--- src/rtl/ps_head_inserter.sv ---
// Prepends a parallel header of 1..LENGTH words to each payload packet.
// Output is a 2-entry skid buffer, so i_rdy never depends combinationally on o_rdy.
module ps_head_inserter #(
  parameter int unsigned WIDTH  = 8,
  parameter int unsigned LENGTH = 4
) (
  input  logic                          clk,
  input  logic                          reset,
  input  logic [LENGTH-1:0][WIDTH-1:0]  i_hdr,
  input  logic [$clog2(LENGTH)-1:0]     i_len,
  input  logic [WIDTH-1:0]              i_dat,
  input  logic                          i_val,
  input  logic                          i_eop,
  output logic                          i_rdy,
  output logic [WIDTH-1:0]              o_dat,
  output logic                          o_val,
  output logic                          o_eop,
  input  logic                          o_rdy
);

  localparam int unsigned CntW = $clog2(LENGTH);
  localparam logic [CntW-1:0] LenMax = CntW'(LENGTH - 1);

  typedef enum logic {StHead, StBody} state_e;

  state_e                       state_q, state_d;
  logic [CntW-1:0]              cnt_q, cnt_d;
  logic [CntW-1:0]              len_q, len_d;
  logic [CntW-1:0]              len_clamp, len_cur;
  logic [LENGTH-1:0][WIDTH-1:0] hdr_q, hdr_d;

  logic             src_val, src_eop, src_xfer, s_rdy;
  logic [WIDTH-1:0] src_dat;

  logic [WIDTH-1:0] skid_dat_q;
  logic             skid_eop_q, skid_val_q;

  assign len_clamp = (i_len > LenMax) ? LenMax : i_len;
  // The first header word is compared against the live length; later ones use the latched copy.
  assign len_cur   = (cnt_q == '0) ? len_clamp : len_q;
  assign s_rdy     = ~skid_val_q;
  assign src_xfer  = src_val & s_rdy;

  // State register
  always_ff @(posedge clk or posedge reset) begin
    if (reset) begin
      state_q <= StHead;
      cnt_q   <= '0;
      len_q   <= '0;
      hdr_q   <= '0;
    end else begin
      state_q <= state_d;
      cnt_q   <= cnt_d;
      len_q   <= len_d;
      hdr_q   <= hdr_d;
    end
  end

  // Next-state logic
  always_comb begin
    state_d = state_q;
    cnt_d   = cnt_q;
    len_d   = len_q;
    hdr_d   = hdr_q;
    case (state_q)
      StHead: begin
        if (src_xfer) begin
          if (cnt_q == '0) begin
            hdr_d = i_hdr;
            len_d = len_clamp;
          end
          if (cnt_q == len_cur) begin
            cnt_d   = '0;
            state_d = StBody;
          end else begin
            cnt_d = cnt_q + 1'b1;
          end
        end
      end
      StBody: begin
        if (src_xfer && i_eop) begin
          cnt_d   = '0;
          state_d = StHead;
        end
      end
      default: begin
        cnt_d   = '0;
        state_d = StHead;
      end
    endcase
  end

  // Output logic: internal source mux feeding the skid buffer
  always_comb begin
    src_val = i_val;
    src_dat = i_dat;
    src_eop = 1'b0;
    i_rdy   = 1'b0;
    case (state_q)
      StHead: begin
        src_dat = (cnt_q == '0) ? i_hdr[0] : hdr_q[cnt_q];
      end
      StBody: begin
        src_eop = i_eop;
        i_rdy   = s_rdy;
      end
      default: begin
        src_val = 1'b0;
      end
    endcase
  end

  // Output register plus one skid entry
  always_ff @(posedge clk or posedge reset) begin
    if (reset) begin
      o_dat      <= '0;
      o_val      <= 1'b0;
      o_eop      <= 1'b0;
      skid_dat_q <= '0;
      skid_eop_q <= 1'b0;
      skid_val_q <= 1'b0;
    end else if (skid_val_q) begin
      if (o_val && o_rdy) begin
        o_dat      <= skid_dat_q;
        o_eop      <= skid_eop_q;
        o_val      <= 1'b1;
        skid_val_q <= 1'b0;
      end
    end else if (src_xfer) begin
      if (!o_val || o_rdy) begin
        o_dat <= src_dat;
        o_eop <= src_eop;
        o_val <= 1'b1;
      end else begin
        skid_dat_q <= src_dat;
        skid_eop_q <= src_eop;
        skid_val_q <= 1'b1;
      end
    end else if (o_val && o_rdy) begin
      o_val <= 1'b0;
    end
  end

endmodule

--- config.mk ---
export PLATFORM = sky130hd
export DESIGN_NAME = ps_head_inserter
export DESIGN_NICKNAME = d
export VERILOG_FILES = /design/src/rtl/ps_head_inserter.sv
export SDC_FILE = /design/constraint.sdc
export NUM_CORES = 1
export LEC_CHECK = 0
export CELL_PAD_IN_SITES_DETAIL_PLACEMENT = 1
export CELL_PAD_IN_SITES_GLOBAL_PLACEMENT = 2
export CORE_UTILIZATION = 33
export CTS_CLUSTER_DIAMETER = 30
export DETAILED_ROUTE_END_ITERATION = 10
export GPL_ROUTABILITY_DRIVEN = 0
export PLACE_DENSITY_LB_ADDON = 0.1
export SLEW_MARGIN = 10
export SYNTH_ARGS = -nofsm -noshare
export SYNTH_HDL_FRONTEND = slang
export SYNTH_SLANG_ARGS = --single-unit
--- constraint.sdc ---
create_clock -name clk -period 2.5 [get_ports clk]
set_input_delay 0.75 -clock clk [delete_from_list [all_inputs] [get_ports clk]]
set_output_delay 0.75 -clock clk [all_outputs]
set_load 0.05 [all_outputs]
* Word-level counts from Yosys, hierarchy flattened
Cells that the tools add are included.
** Cells by class
- Eq/ne operators :: 5
- Add/subtract/negate cells :: 1
- Mux-type cells :: 33
- Reductions and logical operators :: 14
- Bitwise gates (word level) :: 4
- Order comparisons :: 2
** Operators by type and width (number)
- two-way mux 8 bit :: 7
- two-way mux 1 bit :: 18
- binary-select mux 8 bit (select 2 bit) :: 1
- AND reduction 3 bit :: 4
- two-way mux 2 bit :: 5
- nonzero test 2 bit :: 3
- inequality test 2 x 1 -> 1 bit (second input constant) :: 2
- case mux 2 bit (2 select lines) :: 1
- AND reduction 2 bit :: 2
- less-than comparator 2 x 3 -> 1 bit (second input constant) :: 1
- inequality test 3 x 1 -> 1 bit (second input constant) :: 1
- inverter 1 bit :: 3
- adder 2 x 1 -> 2 bit (second input constant) :: 1
- == test 2 bit :: 1
- > comparator 2 bit (second input constant) :: 1
- logical AND 1 bit :: 2
- logical NOT 2 bit :: 1
- inequality test 2 bit (second input constant) :: 1
- case mux 1 bit (2 select lines) :: 1
- AND 1 bit :: 1
- logical NOT 1 bit :: 1
- logical OR 1 bit :: 1
** Word-level totals
- Register bits :: 57

* Depth between registers and ports, before layout
- Depth in word-level cells :: 7
- Depth in mapped cells :: 9
- Mapped depth without buffers :: 6

* Least setup slack after synthesis
OpenSTA, ideal clock, no wires.
- Kind :: register -> output
- From :: register state_q
- To :: output i_rdy
- Slack :: 0.324 ns
- Path buffers :: 2
- Arrival :: 1.426 ns
- Cell stages (with the launch flop) :: 5
- Cells stage by stage :: dfrtp_1 -> inv_1 -> buf_2 -> buf_2 -> nor2_1
** On the way
- Word-level cells in the longest chain between the ends :: 1
** Ends and longest elaborated chain
- start, declared :: RTL line 26 : state_e state_q, state_d;
- start signal, assigned :: RTL line 47 : state_q <= StHead;
- start signal, assigned :: RTL line 52 : state_q <= state_d;
- two-way mux 1 bit :: RTL line 99 : case (state_q)
- end, declared :: RTL line 14 : output logic i_rdy,
Every way passes these cells.

* Worst setup path in the final report
- From :: register o_val
- To :: output o_val
** RTL lines
- start, declared :: RTL line 16 : output logic o_val,
- start signal, assigned :: RTL line 117 : o_val <= 1'b0;
- start signal, assigned :: RTL line 126 : o_val <= 1'b1;
- start signal, assigned :: RTL line 133 : o_val <= 1'b1;
No word-level cell between the ends.

==> flow_summary.toml <==
[logic_synthesis]
yosysSeqAreaShare_pct = 50.7
yosysWarnings = 0
synth_edf_count = 0
synthFlopType = "dfrtp_1"
synthDistinctLibCells = 33
synth_top_cell_area_share_pct = 50.7
syn-num-nets = 283
syn_inst = 235
yosysTopAreaCell = "dfrtp_1"
synthArstFlopShare_pct = 100
ys_ff_latch = 57
syn_area_um2 = 2810
avgSynthCellArea_um2 = 12.0
yosys-top-cells-area = "dfrtp_1, mux2_1, mux4_2"

[critical_path]
path_class = "flop to primary output"
worst-r2r-setup-slack_ns = 0.49
critPathRequiredTime_ns = 1.75
setup.worst_path.end_class = "primary output"
reg2reg_depth = 5
cp_slowest_cell = "clkdlybuf4s50_1"
critPathTopFamily = "buffers and inverters"
slowest_delay_ns = 0.84
timing.rr.end = "hdr_q[3]"
arrival_ns = 1.61
timing.rr.start = "cnt_q[0]"
cp.buffers_inverters = 1
crit_chain = "clkdlybuf4s50_1"
cp_max_fo = 6
cp-start-kind = "flop"

[pwr]
netSwitchingFraction_pct = 36.6
p_int_mw = 3.10
power_frac_clock_pct = 21.6
power_density_nw_per_um2 = 1310
ir_drop_mv = 0.406
p_leak_nw = 1.56
seqPwrFrac_pct = 34.4
p_sw_mw = 1.79
comb_power_share_pct = 44.0

[die]
core_um2 = 8220
die_w_um = 94.3
initial_core_util_pct = 34.2
boundaryPins = 58
die-area_um2 = 8890
rows = 33
die_y_um = 94.3

[clock_network]
hold_buffers = 0
cts_tree = "done"
clockBufferDepth = 2
postCtsSetupBuffers = 0
path_clk_slew_ns = 0.07
clk-insertion-delay-late_ns = 0.33
cts_made_buffers = 9
cts.sinks = 57
h-tree-depth = 3
cts_resized = 0
root_buffer = "clkbuf_8"

[layout]
layout_common_cells = "dfrtp_1, clkdlybuf4s50_1, nand2_1"
area_growth_pct = 32.7
final_common_cell = "dfrtp_1"
layout-drive-gt1-share_pct = 15.3
diodes = 0
fillers = 893
num-nets-final = 343

[global_route]
grt_pass1_wl_mm = 10.6
grt_antenna_before_repair = 0
grt_use_total_pct = 16.1
grt_overflow_total = 0
grt_pass1_vias = 2125
grt_max_degree = 58

[routing]
drt_first_iter_violations = 70
drc = 0
wirelength_mm = 6.29
vias = 2009
dr.pass1.iters = 4
routed_via_density = 4.96
ant_nets = 0
wire_per_inst_um = 15.5

[sta]
fin_crit_sh_pct = 94.5
max_slew_margin_pct = 50.3
hold_ws_ns = 0.481
maxSlewViolCount = 0
max_freq_mhz = 423
finalSetupViolCount = 0
period_needed_ns = 2.36
layout_setup_ws_ns = 0.136
rsz0062_at_grt = "no"
worst_pin_slew_ns = 0.746
finalClockSkew_ns = 0.00846
hold_violations = 0

[worst_hold_path]
hold_path_depth = 1
worstHoldStart = "hdr_q[14]"
worstHoldEndpoint = "hdr_q[14]"
hp-class = "flop to flop"

[place]
io_buffers = 57
place_ws_ns = -0.000821
dp_hpwl_mm = 4.49

[flow_run]
max_cap_violations = 0

[outcome]
outcome = "finished, final reports clean"
cell type report:
type / instances / area, µm² / share of cell area [%]
Inverter: 6 / 22.5 / 0.604
Tap cell: 105 / 131 / 3.52
Multi-Input combinational cell: 156 / 1250 / 33.6
Timing Repair Buffer: 65 / 653 / 17.5
Clock buffer: 11 / 141 / 3.79
Sequential cell: 57 / 1430 / 38.2
Clock inverter: 5 / 103 / 2.75
through the flow:
| step | std cells | setup TNS, ns | power (mW) | instance area, µm² | utilization, % |
|---|---|---|---|---|---|
| after floorplan | 235 | 0 | 3.29 | 2810 | - |
| after global placement | 389 | 0 | 3.85 | 3490 | 42.4 |
| after detailed placement | 389 | -0.000821 | 3.91 | 3490 | 42.4 |
| after CTS | 405 | 0 | 4.98 | 3730 | 45.4 |
| after global routing | 405 | 0 | 5.25 | 3730 | 45.4 |
| final | 405 | 0 | 4.90 | 3730 | 45.4 |
how the worst max path moves through the flow:
stage / slack [ns] / from / endpoint / depth (start not counted)
2_1_floorplan: 0.32 / state_q / i_rdy / 4
3_3_place_gp: 0.02 / i_val / o_eop / 5
3_5_place_dp: -0.0008 / i_val / o_eop / 5
4_1_cts: 0.11 / o_val / o_val / 1
5_1_grt: 0.08 / o_val / o_val / 1
6_report: 0.14 / o_val / o_val / 1
layer usage:
layer  vias up  share of wire (%)  wire (µm)  GRT usage, %
met1       993                 50       3160          22.7
met4         0                1.5         92          5.38
met5         -                  0          0             0
li1        961                  -          -             -
met3        10                3.8        242          4.37
met2        45                 44       2800          23.9
cell families after synthesis:
family          after synthesis  share of synthesized area [%]
mux                          44                           20.9
xor+xnor                      2                          0.623
simple gates                 63                           10.5
buf+inv                      22                           4.72
compound gates               46                           12.1
flops                        57                           50.7
fa+ha+maj                     1                          0.445
flip-flops by register name (all words and copies together), names as in the netlist:
signal	count
hdr_q	32
len_q	2
o_dat	8
skid_eop_q	1
o_eop	1
cnt_q	2
o_val	1
skid_val_q	1
state_q	1
skid_dat_q	8
power by group through the flow:
stage / Combinational, mW / Clock [mW] / Sequential (mW)
2_1_floorplan: 1.42 / 0 / 1.86
3_3_place_gp: 2.16 / 0 / 1.69
3_5_place_dp: 2.20 / 0 / 1.71
4_1_cts: 2.20 / 1.09 / 1.69
5_1_grt: 2.37 / 1.12 / 1.76
6_report: 2.16 / 1.06 / 1.68
cell usage after synthesis, types with 5 or more instances:
library cell,n
o22ai_2,7
a21oi_1,5
o221ai_1,7
a31oi_1,8
mux4_2,7
o21ai_1,8
nand2_1,38
o21ai_0,6
inv_1,6
nor2b_1,17
dfrtp_1,57
buf_2,7
mux2_1,30
Note: power is estimated with default switching activity, not from simulation.
